### src/rtl/sprite_engine.sv
// sprite_engine: owns the sprite position, bounces it off the screen edges once
// per video frame, steps the animation and turns pixel coordinates into a paint
// bit using a 1-cycle synchronous sprite ROM.
module sprite_engine #(
    parameter int SPR_W    = 40,
    parameter int SPR_H    = 24,
    parameter int NFRAMES  = 4,
    parameter int COORD_W  = 11,
    parameter int SCR_W    = 640,
    parameter int SCR_H    = 480,
    parameter int X0       = 0,
    parameter int Y0       = 0,
    parameter int ANIM_DIV = 8,
    parameter int ADDR_W   = $clog2(SPR_H*NFRAMES)
) (
    input  logic                         clk_i,
    input  logic                         rst_n_i,
    input  logic                         frame_start_i,
    input  logic                         pix_valid_i,
    input  logic [COORD_W-1:0]           pix_x_i,
    input  logic [COORD_W-1:0]           pix_y_i,
    input  logic                         move_en_i,
    input  logic [3:0]                   speed_i,
    input  logic                         mirror_i,
    output logic [ADDR_W-1:0]            rom_addr_o,
    input  logic [SPR_W-1:0]             rom_data_i,
    output logic                         paint_o,
    output logic [COORD_W-1:0]           pos_x_o,
    output logic [COORD_W-1:0]           pos_y_o,
    output logic [$clog2(NFRAMES)-1:0]   anim_frame_o,
    output logic                         bounce_o
);

    localparam int AF_W  = $clog2(NFRAMES);
    localparam int CNT_W = (ANIM_DIV > 1) ? $clog2(ANIM_DIV) : 1;
    localparam int COL_W = $clog2(SPR_W);
    localparam int SW    = COORD_W + 2;   // signed width for the motion step
    localparam int HW    = COORD_W + 1;   // hit-test width, sums never wrap
    localparam logic signed [SW-1:0] X_MAX = SW'(SCR_W - SPR_W);
    localparam logic signed [SW-1:0] Y_MAX = SW'(SCR_H - SPR_H);

    logic [COORD_W-1:0] pos_x_q, pos_x_d, pos_y_q, pos_y_d;
    logic               xneg_q, xneg_d, yneg_q, yneg_d;    // 1 = moving toward 0
    logic [AF_W-1:0]    anim_q, anim_d;
    logic [CNT_W-1:0]   cnt_q, cnt_d;
    logic               mirror_q, mirror_d;
    logic               bounce_q, bounce_d;
    logic               hit_q, hit_d;
    logic [COL_W-1:0]   col_q, col_d;

    logic signed [SW-1:0] spd_s, cur_x, cur_y, nx, ny;
    logic                 bx, by;

    // Frame-rate update: motion with edge reflection, animation divider, mirror latch
    always_comb begin
        pos_x_d  = pos_x_q;
        pos_y_d  = pos_y_q;
        xneg_d   = xneg_q;
        yneg_d   = yneg_q;
        anim_d   = anim_q;
        cnt_d    = cnt_q;
        mirror_d = mirror_q;
        bounce_d = 1'b0;
        bx       = 1'b0;
        by       = 1'b0;
        spd_s    = {{(SW-4){1'b0}}, speed_i};
        cur_x    = {2'b00, pos_x_q};
        cur_y    = {2'b00, pos_y_q};
        nx       = xneg_q ? (cur_x - spd_s) : (cur_x + spd_s);
        ny       = yneg_q ? (cur_y - spd_s) : (cur_y + spd_s);
        if (frame_start_i) begin
            mirror_d = mirror_i;
            if (cnt_q == CNT_W'(ANIM_DIV - 1)) begin
                cnt_d  = '0;
                anim_d = (anim_q == AF_W'(NFRAMES - 1)) ? '0 : anim_q + 1'b1;
            end else begin
                cnt_d  = cnt_q + 1'b1;
            end
            if (move_en_i) begin
                if (!xneg_q && nx > X_MAX) begin
                    pos_x_d = X_MAX[COORD_W-1:0];
                    xneg_d  = 1'b1;
                    bx      = 1'b1;
                end else if (xneg_q && nx < 0) begin
                    pos_x_d = '0;
                    xneg_d  = 1'b0;
                    bx      = 1'b1;
                end else begin
                    pos_x_d = nx[COORD_W-1:0];
                end
                if (!yneg_q && ny > Y_MAX) begin
                    pos_y_d = Y_MAX[COORD_W-1:0];
                    yneg_d  = 1'b1;
                    by      = 1'b1;
                end else if (yneg_q && ny < 0) begin
                    pos_y_d = '0;
                    yneg_d  = 1'b0;
                    by      = 1'b1;
                end else begin
                    pos_y_d = ny[COORD_W-1:0];
                end
                bounce_d = bx | by;
            end
        end
    end

    logic [HW-1:0]      px_w, py_w, x_lo, y_lo, x_hi, y_hi;
    logic [COORD_W-1:0] row, colx;

    // Stage 0: hit test against the current (pre-update) position and ROM address
    always_comb begin
        px_w  = {1'b0, pix_x_i};
        py_w  = {1'b0, pix_y_i};
        x_lo  = {1'b0, pos_x_q};
        y_lo  = {1'b0, pos_y_q};
        x_hi  = x_lo + HW'(SPR_W);
        y_hi  = y_lo + HW'(SPR_H);
        hit_d = pix_valid_i && (py_w >= y_lo) && (py_w < y_hi)
                            && (px_w >= x_lo) && (px_w < x_hi);
        row   = pix_y_i - pos_y_q;
        colx  = pix_x_i - pos_x_q;
        col_d = COL_W'(colx);
        rom_addr_o = '0;
        if (hit_d)
            rom_addr_o = ADDR_W'(anim_q) * ADDR_W'(SPR_H) + ADDR_W'(row);
    end

    logic [COL_W-1:0] bit_idx;

    // Stage 1: pick the pixel from the returned ROM word; column 0 is the MSB unless mirrored
    always_comb begin
        bit_idx = mirror_q ? col_q : (COL_W'(SPR_W - 1) - col_q);
        paint_o = hit_q & rom_data_i[bit_idx];
    end

    // State registers with synchronous active-low reset
    always_ff @(posedge clk_i) begin
        if (!rst_n_i) begin
            pos_x_q  <= COORD_W'(X0);
            pos_y_q  <= COORD_W'(Y0);
            xneg_q   <= 1'b0;
            yneg_q   <= 1'b0;
            anim_q   <= '0;
            cnt_q    <= '0;
            mirror_q <= 1'b0;
            bounce_q <= 1'b0;
            hit_q    <= 1'b0;
            col_q    <= '0;
        end else begin
            pos_x_q  <= pos_x_d;
            pos_y_q  <= pos_y_d;
            xneg_q   <= xneg_d;
            yneg_q   <= yneg_d;
            anim_q   <= anim_d;
            cnt_q    <= cnt_d;
            mirror_q <= mirror_d;
            bounce_q <= bounce_d;
            hit_q    <= hit_d;
            col_q    <= col_d;
        end
    end

    assign pos_x_o      = pos_x_q;
    assign pos_y_o      = pos_y_q;
    assign anim_frame_o = anim_q;
    assign bounce_o     = bounce_q;

endmodule

### config.mk
export PLATFORM = sky130hd
export DESIGN_NAME = sprite_engine
export DESIGN_NICKNAME = d
export VERILOG_FILES = /design/src/rtl/sprite_engine.sv
export SDC_FILE = /design/constraint.sdc
export NUM_CORES = 1
export LEC_CHECK = 0
export CORE_MARGIN = 4
export CORE_UTILIZATION = 48
export DETAILED_ROUTE_END_ITERATION = 8
export HOLD_SLACK_MARGIN = 0.02
export PLACE_DENSITY_LB_ADDON = 0.05
export RECOVER_POWER = 100
export SYNTH_ARGS = -nofsm -noshare
export SYNTH_HDL_FRONTEND = slang
export SYNTH_SLANG_ARGS = --single-unit
### constraint.sdc
create_clock -name clk_i -period 2.64 [get_ports clk_i]
set_input_delay 0.264 -clock clk_i [delete_from_list [all_inputs] [get_ports clk_i]]
set_output_delay 0.264 -clock clk_i [all_outputs]
set_load 0.05 [all_outputs]
==> impl_metrics.ini <==
[drt]
remaining_drc_errors = 0
wl_per_cell_um = 19.4
firstDrtPassIters = 7
drtIter0Drc = 376
vias = 5800
vias_per_cell = 5.95
ant_nets = 0
wl_um = 18900

[floorplanning]
initial_core_util = 0.494
ios = 105
dieWidth_um = 108
core.rowCount = 36
die_area_um2 = 11700
die_h_um = 108
core_area_um2 = 9770

[timing]
relSlewSlack = 0.494
hold_viol = 0
rsz0062_at_grt = yes
worst_slew_pin_slew_ps = 758
worst_clock_skew_ps = 8.66
report.final.slew_viol_count = 0
setup_tns_ps = -7350
period_share = 1.22
setup_violations = 32
layout_setup_ws_ps = -592
max_freq_mhz = 309
post-route-min-period_ps = 3230

[run_status]
failed_checks = negative setup slack
status = finished with violations

[yosys]
synthCells = 588
seq_area_frac_synth = 0.158
ys_types = 71
syn-num-nets = 739
yosys.area_share.simple = 0.187
syn-cell-area_um2 = 4830
async_flop_share = 0
synth_compound_area_frac = 0.221
synth_edf_count = 0
yosysWarnings = 0
synthAdderAreaFrac = 0.222
avgSynthCellArea_um2 = 8.21
yosys_most_used_dff = dfxtp_1
synth-seq-cells = 38
muxShareOfSynthArea = 0.0770
synth_top_family_by_area = adder cells
synth_xor_area_frac = 0.0687

[job]
max_cap_violations = 0

[placement]
dp_slack_ps = -709
port_buffers = 104
gp_congestion = 0.912
place_inst = 938
hpwl_um = 13800

[worst_setup_path]
r2r_end = pos_x_o[5]
path_delay_family = compound AO/OA/AOI/OAI gates
crit_path_start_kind = flip-flop
cpPeakStageDelay_ps = 380
crit_path_end_kind = primary output
cp_num_buf_inv = 3
r2r_start = pos_x_o[0]
r2r_slack_ps = -300
path_max_fanout = 8
cp.depth = 12
worstPathArrival_ps = 2970
cp_cell_sequence = buf_12 > a21oi_4 > nor3_2 > xnor2_1 > ha_1 > a21o_1 > a211o_1 > a21oi_2 > o211ai_1 > clkbuf_16 > nor4_4 > buf_12
cp_slowest_cell = dfxtp_4
cpMostUsedCell = buf_12
reg2regPathDepth = 14
critPathKind = reg2out
cp.required_ps = 2380

[finish]
synthToLayoutAreaGrowth_pct = 70.9
post-route-util = 0.844
finalNonFillerCells = 975
fin_nets = 992
drive_gt1_frac = 0.411
antenna-diode-count = 0

[clock_network]
cts_sinks = 38
cts_tree = yes
cts-root-buf = clkbuf_8
clock_latency_ps = 300
clock_path_buffers = 2
cts_hold_buf = 0
clkTransAtPathRegs_ps = 90
cts_made_buffers = 5
h-tree-depth = 2

[min_path]
hold_start = cnt_q[1]
hold_end = cnt_q[1]
worstHoldPathCells = 2
hold_class = reg2reg

[global_routing]
first_global_vias = 5889
grt_usage = 0.303
grt_start_max_net_pins = 20
grt_pass1_wl_um = 28100
grt.overflow.total = 0
antenna_found_initial = 0

[pwr]
leakage_nw = 3.49
power_density_nw_per_um2 = 274
irDropWorstVdd_mv = 0.233
==> Yosys cell counts, drive strengths merged (11+ instances only) <==
| cell type | instances | area (um2) |
|---|---|---|
| a21o | 17 | 128 |
| a21oi | 46 | 230 |
| clkbuf | 21 | 78.8 |
| dfxtp | 38 | 761 |
| fa | 11 | 220 |
| ha | 68 | 851 |
| inv | 57 | 214 |
| mux4 | 12 | 270 |
| nand2 | 32 | 123 |
| nand2b | 11 | 68.8 |
| nand3 | 12 | 60.1 |
| nor2 | 38 | 143 |
| nor3 | 25 | 135 |
| nor4 | 12 | 75.1 |
| o21ai | 30 | 161 |
| xnor2 | 28 | 253 |
==> metal layers <==
metal	GRT usage	wire length, um
met5	0	0
met4	0.121	962
met3	0.0418	1200
met2	0.554	9750
met1	0.354	7020
==> layout by cell type (no fill, tap or decap), types with 7 or more instances in the layout <==
cell	synthesis	final
nand3_1	12	7
nor2_1	38	34
nand2_1	31	29
a21oi_1	46	28
a21o_1	17	17
nor4_4	0	7
xnor2_1	27	20
buf_6	0	12
inv_1	56	45
nor2b_1	10	8
dfxtp_1	38	15
o211ai_1	7	7
o21ai_0	20	14
buf_12	0	11
buf_4	1	150
dlygate4sd3_1	0	26
dfxtp_4	0	17
clkdlybuf4s50_1	0	65
ha_1	68	58
xor2_1	9	9
mux4_2	12	12
inv_2	1	11
nor3_1	23	17
o21a_1	10	10
nand2b_1	11	9
mux2i_1	9	8
o21ai_2	0	9
a21oi_2	0	17
==> cells by family after synthesis <==
family                   Yosys count
AO/OA/AOI/OAI                    159
XOR/XNOR                          37
adder cells (fa/ha/maj)           79
buffers and inverters             84
flip-flops                        38
multiplexers                      22
AND/OR/NAND/NOR                  169
==> stage by stage <==
stage               total power, mW  area, um2  hold slack (ps)
floorplan                      1.23       5190              395
global placement               1.64       7400              481
detailed placement             1.68       7400              494
CTS                            2.19       7880              513
global route                   2.38       8250              533
finish                         2.26       8250              504
==> tightest hold or removal path, delay by kind of cell (launching register included) <==
family	cells	cell delay, ps
mux	1	60
flops	1	340
simple gates	1	70
==> sequential cells by signal (all words and copies together) (netlist names) <==
register / flops
mirror_q: 1
pos_y_o: 11
col_q: 6
pos_x_o: 11
anim_frame_o: 2
bounce_o: 1
yneg_q: 1
hit_q: 1
cnt_q: 3
xneg_q: 1
==> final cells by class <==
cell class	count	area, um2
fillers	555	1530
clock buffers	5	68.8
well taps	133	166
multi-input cells	466	4470
clock inverters	3	16.3
repair buffers	272	2480
flip-flops and latches	38	832
inverters	58	220
==> worst max-delay path by stage <==
stage | from | end | slack (ps)
floorplan | pos_y_o[7] | rom_addr_o[0] | -720
global placement | pix_y_i[0] | rom_addr_o[0] | -590
detailed placement | pix_y_i[0] | rom_addr_o[1] | -710
CTS | pos_x_o[4] | rom_addr_o[0] | -520
global route | pos_x_o[3] | rom_addr_o[0] | -670
finish | pos_x_o[4] | rom_addr_o[0] | -590
==> where the power goes <==
part / internal, mW / total, mW / switching [mW]
clock: 0.182 / 0.420 / 0.238
sequential: 0.590 / 0.619 / 0.0290
combinational: 0.636 / 1.22 / 0.582
total: 1.41 / 2.26 / 0.849
==> timing repair <==
item | CTS | global route
pin swaps | 35 | 52
gates cloned | 1 | 0
resized for setup | 67 | 69
endpoints found under the hold margin | 0 | 0
endpoints found under the setup margin | 32 | 33
setup buffers | 14 | 19
Power figures use the tool's default switching activity.
==> variant: new RTL, same settings <==
Remove the register `bounce_q`: a continuous assignment takes its place, so the output `bounce_o` follows one clock earlier.
--- a/src/rtl/sprite_engine.sv
+++ b/src/rtl/sprite_engine.sv
@@ -144,5 +144,4 @@
             cnt_q    <= '0;
             mirror_q <= 1'b0;
-            bounce_q <= 1'b0;
             hit_q    <= 1'b0;
             col_q    <= '0;
@@ -155,9 +154,10 @@
             cnt_q    <= cnt_d;
             mirror_q <= mirror_d;
-            bounce_q <= bounce_d;
             hit_q    <= hit_d;
             col_q    <= col_d;
         end
     end
+
+    assign bounce_q = bounce_d;
 
     assign pos_x_o      = pos_x_q;
Function: same outputs for any inputs over 4 cycles, from zero or initial values and one cycle with rst_n_i low; that may be too few to reach the edited logic, so the function may still have changed.
==> variant against the unedited design <==
The flow still finishes with violations (setup timing); sequential cell count fell by 1; worst hold slack got worse by 0.13 ns; sequential power rose by 3%; register-to-register slack got worse by 0.20 ns; clock skew fell by 0.0049 ns; total power rose by 20%; fmax fell by 1.6%; wire length rose by 1.9%; worst setup slack got worse by 0.051 ns; cell area rose by 1.9%; first-iteration DRC count rose by 16%; synthesized area rose by 1.1%; combinational power rose by 39%; critical path type unchanged; critical endpoint is now bounce_o; largest power group unchanged; highest routed layer unchanged.
==> variant: results (changes against the unedited design) <==
status = finished, violations left (unchanged)
failing checks = setup timing (unchanged)
dpl ws = -0.8351 ns (was -0.7088 ns)
Worst Hold End = col_q[0] (was cnt_q[1])
Hold/Removal Path Class = primary input to flip-flop (was flip-flop to flip-flop)
Crit path largest cell delay = 0.40 ns (was 0.38 ns)
Signal buf overhead = 32.63% (was 30.06%)
VDD IR max = 0.2321 mV (was 0.2333 mV)
Hold Path Origin = pix_x_i[0] (was cnt_q[1])
FF/Latch Area = 808.3 sq um (was 832.0 sq um)
fin worst setup slack = -0.6437 ns (was -0.5924 ns)
Non-clk bufs = 309 (was 272)
hold path cells = 4 (was 2)
DP HPWL = 13,820 microns (was 13,830 microns)
Seq/Total Area, Yosys = 15.18% (was 15.76%)
first-pass GRT wire length = 28,660 microns (was 28,140 microns)
Seq cells post-synth = 37 (was 38)
post-synthesis mux area share = 7.925% (was 7.700%)
Post-CTS Setup Inserts = 30 (was 14)
Worst Hold Slack = 0.3749 ns (was 0.5042 ns)
routed wl met2 = 9630 microns (was 9745 microns)
syn avg cell area = 8.411 sq um (was 8.207 sq um)
area of the multi-input gates = 0.004415 sq mm (was 0.004466 sq mm)
Worst Setup EP = bounce_o (was rom_addr_o[0])
Pre-Repair DR Iteration Count = 5 (was 7)
post-synthesis compound-gate area fraction = 22.93% (was 22.06%)
Least-Margin Pin Slew = 0.7478 ns (was 0.7577 ns)
Pleak = 3.652 nW (was 3.488 nW)
arrival time at the worst endpoint = 3.02 ns (was 2.97 ns)
Clock buffers and inverters, area share = 0.9820% (was 1.031%)
wire per inst = 19.26 microns (was 19.42 microns)
GP Congestion = 0.9105 (was 0.9122)
Post-synth top cells = 68 x ha_1, 50 x inv_1, 44 x nor2_1 (was 68 x ha_1, 56 x inv_1, 46 x a21oi_1)
GR Layer Usage met2 = 54.81% (was 55.42%)
post-synthesis xor/xnor area fraction = 6.284% (was 6.871%)
Layout Cells excl Fill = 1,002 (was 975)
placed cells = 944 (was 938)
multi-input gates = 465 (was 466)
Net Count, Synth = 731 (was 739)
All-Layer GR Usage = 30.18% (was 30.26%)
P&R area growth vs syn = 72.38% (was 70.94%)
met1 usage in global routing = 35.93% (was 35.42%)
Final setup viols = 33 (was 32)
post-cts gate resize count = 85 (was 67)
Starting DRT DRC Count = 435 (was 376)
Net Sw Frac = 38.84% (was 37.61%)
routed via count = 5,927 (was 5,800)
share of layout cells above drive strength 1 = 42.12% (was 41.09%)
Cell Area, Placed = 0.007501 sq mm (was 0.007401 sq mm)
CLK BUF = 6 (was 5)
post-route setup TNS = -11.79 ns (was -7.346 ns)
-- variant: changes by cell type after synthesis, moves of 7 or more --
cell	delta
a21o_1	-12
a32o_1	+7
mux4_1	+7
mux4_2	-7
o21ai_1	-9
-- variant: power groups by stage --
stage	Combinational (mW)	Sequential, mW	Clock (mW)
5_1_grt	1.80	0.642	0.417
2_1_floorplan	0.739	0.703	0
6_report	1.69	0.637	0.392
3_5_place_dp	1.38	0.646	0
3_3_place_gp	1.33	0.644	0
4_1_cts	1.58	0.636	0.393
-- variant: worst reg2reg max path, cell delays in order (launching register included) --
cell and delay [ns]:
dfxtp_4 0.37, buf_4 0.14, ha_1 0.21, fa_2 0.38, nor2b_1 0.17, or3_1 0.33
nand4_1 0.10, and4b_1 0.21, a22oi_2 0.08, a221oi_4 0.35, nor2_4 0.09, buf_4 0.14
buf_4 0.12, buf_4 0.14, a32o_1 0.23
